File: src/rtl/shift_link_tx_if.sv
// Word-level request side of the shift link transmitter: data, direction and valid/ready handshake.
interface shift_link_tx_if #(
    parameter int unsigned WIDTH = 8
);
    logic [WIDTH-1:0] data_in;
    logic             dir;
    logic             valid;
    logic             ready;

    modport master (output data_in, output dir, output valid, input ready);
    modport slave  (input data_in, input dir, input valid, output ready);
endinterface

File: src/rtl/shift_link_tx.sv
// Parallel-to-serial transmitter feeding a chain of remote 74x194 shift registers,
// one bit per DIV-cycle bit period with a mid-bit shift strobe.
module shift_link_tx #(
    parameter int unsigned WIDTH = 8,
    parameter int unsigned DIV   = 4
) (
    input  logic              clock,
    input  logic              mr,
    shift_link_tx_if.slave    link,
    output logic              ser_dsr,
    output logic              ser_dsl,
    output logic [1:0]        sel,
    output logic              sclk,
    output logic              busy,
    output logic              done
);
    localparam int unsigned PH_W  = $clog2(DIV);
    localparam int unsigned BIT_W = (WIDTH > 1) ? $clog2(WIDTH) : 1;

    typedef enum logic [1:0] {IDLE, SHIFT, DONE} state_t;

    state_t             state, state_n;
    logic [PH_W-1:0]    phase, phase_n;
    logic [BIT_W-1:0]   bit_idx, bit_n;
    logic [WIDTH-1:0]   shreg, shreg_n;
    logic               dreg, dreg_n;
    logic               ready_n, busy_n, done_n, sclk_n, dsr_n, dsl_n;
    logic [1:0]         sel_n;

    // State and output registers; outputs are loaded from the next-state decode
    always_ff @(posedge clock) begin
        if (!mr) begin
            state      <= IDLE;
            phase      <= '0;
            bit_idx    <= '0;
            shreg      <= '0;
            dreg       <= 1'b0;
            link.ready <= 1'b1;
            busy       <= 1'b0;
            done       <= 1'b0;
            sclk       <= 1'b0;
            sel        <= 2'b00;
            ser_dsr    <= 1'b0;
            ser_dsl    <= 1'b0;
        end else begin
            state      <= state_n;
            phase      <= phase_n;
            bit_idx    <= bit_n;
            shreg      <= shreg_n;
            dreg       <= dreg_n;
            link.ready <= ready_n;
            busy       <= busy_n;
            done       <= done_n;
            sclk       <= sclk_n;
            sel        <= sel_n;
            ser_dsr    <= dsr_n;
            ser_dsl    <= dsl_n;
        end
    end

    // Next-state logic, then output decode of the next state
    always_comb begin
        state_n = state;
        phase_n = phase;
        bit_n   = bit_idx;
        shreg_n = shreg;
        dreg_n  = dreg;
        ready_n = 1'b0;
        busy_n  = 1'b0;
        done_n  = 1'b0;
        sclk_n  = 1'b0;
        sel_n   = 2'b00;
        dsr_n   = 1'b0;
        dsl_n   = 1'b0;

        unique case (state)
            IDLE: begin
                if (link.valid) begin
                    state_n = SHIFT;
                    shreg_n = link.data_in;
                    dreg_n  = link.dir;
                    phase_n = '0;
                    bit_n   = '0;
                end
            end
            SHIFT: begin
                if (phase == PH_W'(DIV - 1)) begin
                    phase_n = '0;
                    if (bit_idx == BIT_W'(WIDTH - 1)) begin
                        state_n = DONE;
                    end else begin
                        bit_n   = bit_idx + BIT_W'(1);
                        shreg_n = dreg ? (shreg << 1) : (shreg >> 1);
                    end
                end else begin
                    phase_n = phase + PH_W'(1);
                end
            end
            DONE: state_n = IDLE;
            default: state_n = IDLE;
        endcase

        ready_n = (state_n == IDLE);
        busy_n  = (state_n != IDLE);
        done_n  = (state_n == DONE);
        if (state_n == SHIFT) begin
            sel_n  = dreg_n ? 2'b10 : 2'b01;
            dsr_n  = !dreg_n && shreg_n[0];
            dsl_n  = dreg_n && shreg_n[WIDTH-1];
            sclk_n = (phase_n >= PH_W'(DIV / 2));
        end
    end
endmodule

File: src/flat_wrapper.sv
// flat-port wrapper written by rule: the top's interface ports become plain ports
module shift_link_tx_flat 
#(
    parameter int unsigned WIDTH = 8,
    parameter int unsigned DIV   = 4
)
  (clock, mr, ser_dsr, ser_dsl, sel, sclk, busy, done, link_data_in, link_dir, link_valid, link_ready);
  shift_link_tx_if #(.WIDTH(WIDTH)) link_i ();
  input  logic clock;
  input  logic mr;
  output logic ser_dsr;
  output logic ser_dsl;
  output logic [1:0] sel;
  output logic sclk;
  output logic busy;
  output logic done;
  input wire logic [$bits(link_i.data_in)-1:0] link_data_in;
  input wire logic [$bits(link_i.dir)-1:0] link_dir;
  input wire logic [$bits(link_i.valid)-1:0] link_valid;
  output wire logic [$bits(link_i.ready)-1:0] link_ready;
  assign link_i.data_in = link_data_in;
  assign link_i.dir = link_dir;
  assign link_i.valid = link_valid;
  assign link_ready = link_i.ready;
  shift_link_tx #(.WIDTH(WIDTH), .DIV(DIV)) u_core (.clock(clock), .mr(mr), .link(link_i), .ser_dsr(ser_dsr), .ser_dsl(ser_dsl), .sel(sel), .sclk(sclk), .busy(busy), .done(done));
endmodule
File: config.mk
export PLATFORM = sky130hd
export DESIGN_NAME = shift_link_tx_flat
export DESIGN_NICKNAME = d
export VERILOG_FILES = /design/src/rtl/shift_link_tx_if.sv /design/src/rtl/shift_link_tx.sv /design/src/flat_wrapper.sv
export SDC_FILE = /design/constraint.sdc
export NUM_CORES = 1
export LEC_CHECK = 0
export ABC_CLOCK_PERIOD_IN_PS = 1800
export CAP_MARGIN = 0
export CORE_MARGIN = 2
export CORE_UTILIZATION = 40
export DETAILED_ROUTE_END_ITERATION = 16
export DONT_BUFFER_PORTS = 1
export SETUP_SLACK_MARGIN = 0.15
export SLEW_MARGIN = 20
export SYNTH_ARGS = -nofsm -noshare
export SYNTH_HDL_FRONTEND = slang
export SYNTH_SLANG_ARGS = --single-unit
File: constraint.sdc
create_clock -name clock -period 1.8 [get_ports clock]
set_input_delay 0.36 -clock clock [delete_from_list [all_inputs] [get_ports clock]]
set_output_delay 0.36 -clock clock [all_outputs]
set_load 0.05 [all_outputs]
==> results.py <==
metrics = {
    "clock_network": {
        "clk_pin_slew_ns": 0.13,
        "clk_latency_ns": 0.31,
        "root_buffer": "clkbuf_4",
        "cts_max_level": 1,
        "cts.sinks": 24,
        "cts_buffers": 3,
        "clockBufferDepth": 2,
        "cts_tree": "built",
        "hold_buffers": 0,
    },
    "cells_and_area": {
        "final_util_pct": 49.0,
        "nets": 120,
        "layout-drive-gt1-share_pct": 26.9,
        "seq_area_um2": 483,
        "syn_to_final_growth_pct": 13.8,
        "fillers": 216,
        "antennaDiodeCount": 0,
        "multi_input_area_um2": 502,
    },
    "timing": {
        "rsz0062_at_grt": "yes",
        "fin_crit_ns": 1.63,
        "tns_ns": 0,
        "maxSlewHeadroom_pct": 67.9,
        "hold_viol_final": 0,
        "timing.fmax_mhz": 613,
        "slew_violations": 0,
        "period_share_pct": 90.7,
        "skew_ns": 0.00540,
        "worst_pin_slew_ns": 0.481,
        "hold_ws_ns": 0.169,
        "final-setup-viol-count": 0,
    },
    "synth": {
        "synth_ff_type": "dfxtp_1",
        "yosysTopAreaCell": "dfxtp_1",
        "postSynthAreaPerCell_um2": 10.1,
        "synth_commonest_cells": "24 x dfxtp_1, 12 x nor2_1, 10 x a22oi_1",
        "synth.most_common_cell": "dfxtp_1",
        "synth_edf_count": 0,
        "synth_seq_cells": 24,
        "synthCells": 97,
        "yosysUniqueCellTypes": 26,
        "yosys-top-cells-area": "dfxtp_1 49%, mux2_2 9.2%, a22oi_1 7.7%, nor2_1 4.6%, a21oi_1 4.1%",
        "synthesis.area_um2": 981,
        "yosys_warnings": 0,
        "synth_seq_area_share_pct": 49.0,
        "synth_top_area_share_pct": 49.0,
        "async_flop_share_pct": 0,
        "synth_fp_nets": 112,
    },
    "run_status": {
        "outcome": "finished, final reports clean",
    },
    "worst_setup_path": {
        "crit_path_max_fanout": 4,
        "path_cells": "ha_4 > ha_4 > nand2b_4 > a21o_2 > a222oi_1 > nor2b_1",
        "r2r_start": "u_core.bit_idx[1]",
        "crit_path_frequent_cell": "ha_4",
        "max_stage_delay_ns": 0.42,
        "critPathLaunchType": "flop",
        "worstSetupPathType": "reg -> reg",
        "worst_setup_path_end_kind": "flop",
        "cp_num_buf_inv": 0,
        "cp.arrival_ns": 1.83,
        "worstPathRequired_ns": 2.00,
        "critPathSlowestCell": "a222oi_1",
        "critPathTopFamily": "compound AO/OA/AOI/OAI gates",
        "cp-startpoint": "u_core.bit_idx[1]",
    },
    "place": {
        "gp_congestion": 0.772,
        "portBuffers": 0,
        "hpwl_um": 1320,
    },
    "routing": {
        "vias": 701,
        "vias_per_cell": 5.31,
        "ant_nets": 0,
        "drcViolationCount": 0,
        "dr.first_iter.drc_count": 18,
        "first_pass_iters": 4,
        "wl_um": 1830,
        "routed_wire_length_per_instance_um": 13.9,
    },
    "grt": {
        "track_usage_pct": 15.0,
        "grt_pass1_wl_um": 3030,
        "antenna_found_initial": 0,
        "grt_pass1_vias": 641,
        "grt-ovfl-total": 0,
        "grt_max_degree": 14,
    },
    "floorplan": {
        "die-area_um2": 2860,
        "pin_count": 20,
        "start_util_pct": 43.1,
        "coreArea_um2": 2280,
        "row_count": 17,
        "die_x_um": 53.5,
        "die_h_um": 53.5,
    },
    "worst_hold_path": {
        "hold_class": "in -> reg",
        "hp-start": "mr",
    },
    "pwr": {
        "total_power_w": 0.000970,
        "ir_worst_vdd_v": 0.000522,
        "power.leakage_nw": 0.445,
        "power.density_nw_per_um2": 869,
    },
    "job": {
        "drv_cap": 0,
    },
}
## power by group
group / internal [W] / total, W / switching (W) / leakage (nW)
clock network: 0.000124 / 0.000281 / 0.000157 / 0.0210
logic: 0.0000446 / 0.0000865 / 0.0000419 / 0.226
registers: 0.000555 / 0.000603 / 0.0000479 / 0.198
## registers in the layout (all words and copies together), names as in the netlist
signal and flops:
u_core.shreg 8, u_core.bit_idx 3, u_core.phase 2, u_core.sel 2
u_core.state 2, u_core.busy 1, u_core.done 1, u_core.dreg 1
u_core.link.ready 1, u_core.sclk 1, u_core.ser_dsl 1, u_core.ser_dsr 1
## worst paths after layout
check                           cells after the start  slack [ns]                 to
worst max register to register                      6        0.17     u_core.ser_dsr
worst min-delay path                                2        0.17  u_core.bit_idx[0]
worst min register to register                      2        0.48    u_core.shreg[3]
worst max-delay path                                6        0.17     u_core.ser_dsr
## placed cells by master (no fill, tap or decap)
cell and n:
nand2_1 7, and3_1 1, buf_4 6, o21ai_0 1, a21o_2 1, nor2_4 1, nor3b_4 1, and4_1 2
a222oi_1 1, mux2_2 8, nor2b_1 2, o21bai_1 1, and4bb_2 1, nand2b_4 1, a32o_1 1, clkbuf_8 1
dfxtp_2 2, ha_1 1, clkbuf_4 3, ha_4 2, nor3_1 1, a22oi_1 10, inv_1 4, a21oi_1 8
nand3_1 1, nor2_1 12, and2b_2 1, dfxtp_1 22, mux2i_1 1
## kinds of logic (layout without fill, tap and decap cells)
group | count (synthesis) | after routing | synth area share (%)
fa+ha+maj | 3 | 3 | 3.83
mux | 9 | 9 | 10.2
simple gates | 31 | 31 | 17.3
buf+inv | 7 | 14 | 3.70
compound gates | 23 | 23 | 15.9
flops | 24 | 24 | 49.0
## metrics by stage
step / cells / area (um^2) / setup slack [ns]
after detailed placement: 125 / 1020 / 0.0877
after global routing: 132 / 1120 / 0.0908
after floorplan: 97 / 981 / 0.204
after global placement: 125 / 1020 / 0.144
after CTS: 130 / 1060 / 0.161
final: 132 / 1120 / 0.168
## layer usage
metal	GRT usage, %	routed length [um]	vias to the layer above	part of all wire, %
met1	20.2	915	314	50
met5	0	0	-	0
met3	6.50	113	2	6.2
met2	21.2	786	21	43
met4	5.13	16	0	0.87
li1	-	-	364	-
## final cells by class
type	count	area share, %
Clock buffer	4	3.25
Inverter	4	1.35
Multi-Input combinational cell	66	45.0
Sequential cell	24	43.3
Tap cell	28	3.14
Timing Repair Buffer	6	4.04
## what timing repair did
item / 4_1_cts / 5_1_grt
buffers inserted: 1 / 2
resized for setup: 2 / 6
pin swaps: 2 / 4
endpoints found under the setup margin: 3 / 13
No activity file was read; power rests on OpenSTA's default activity.
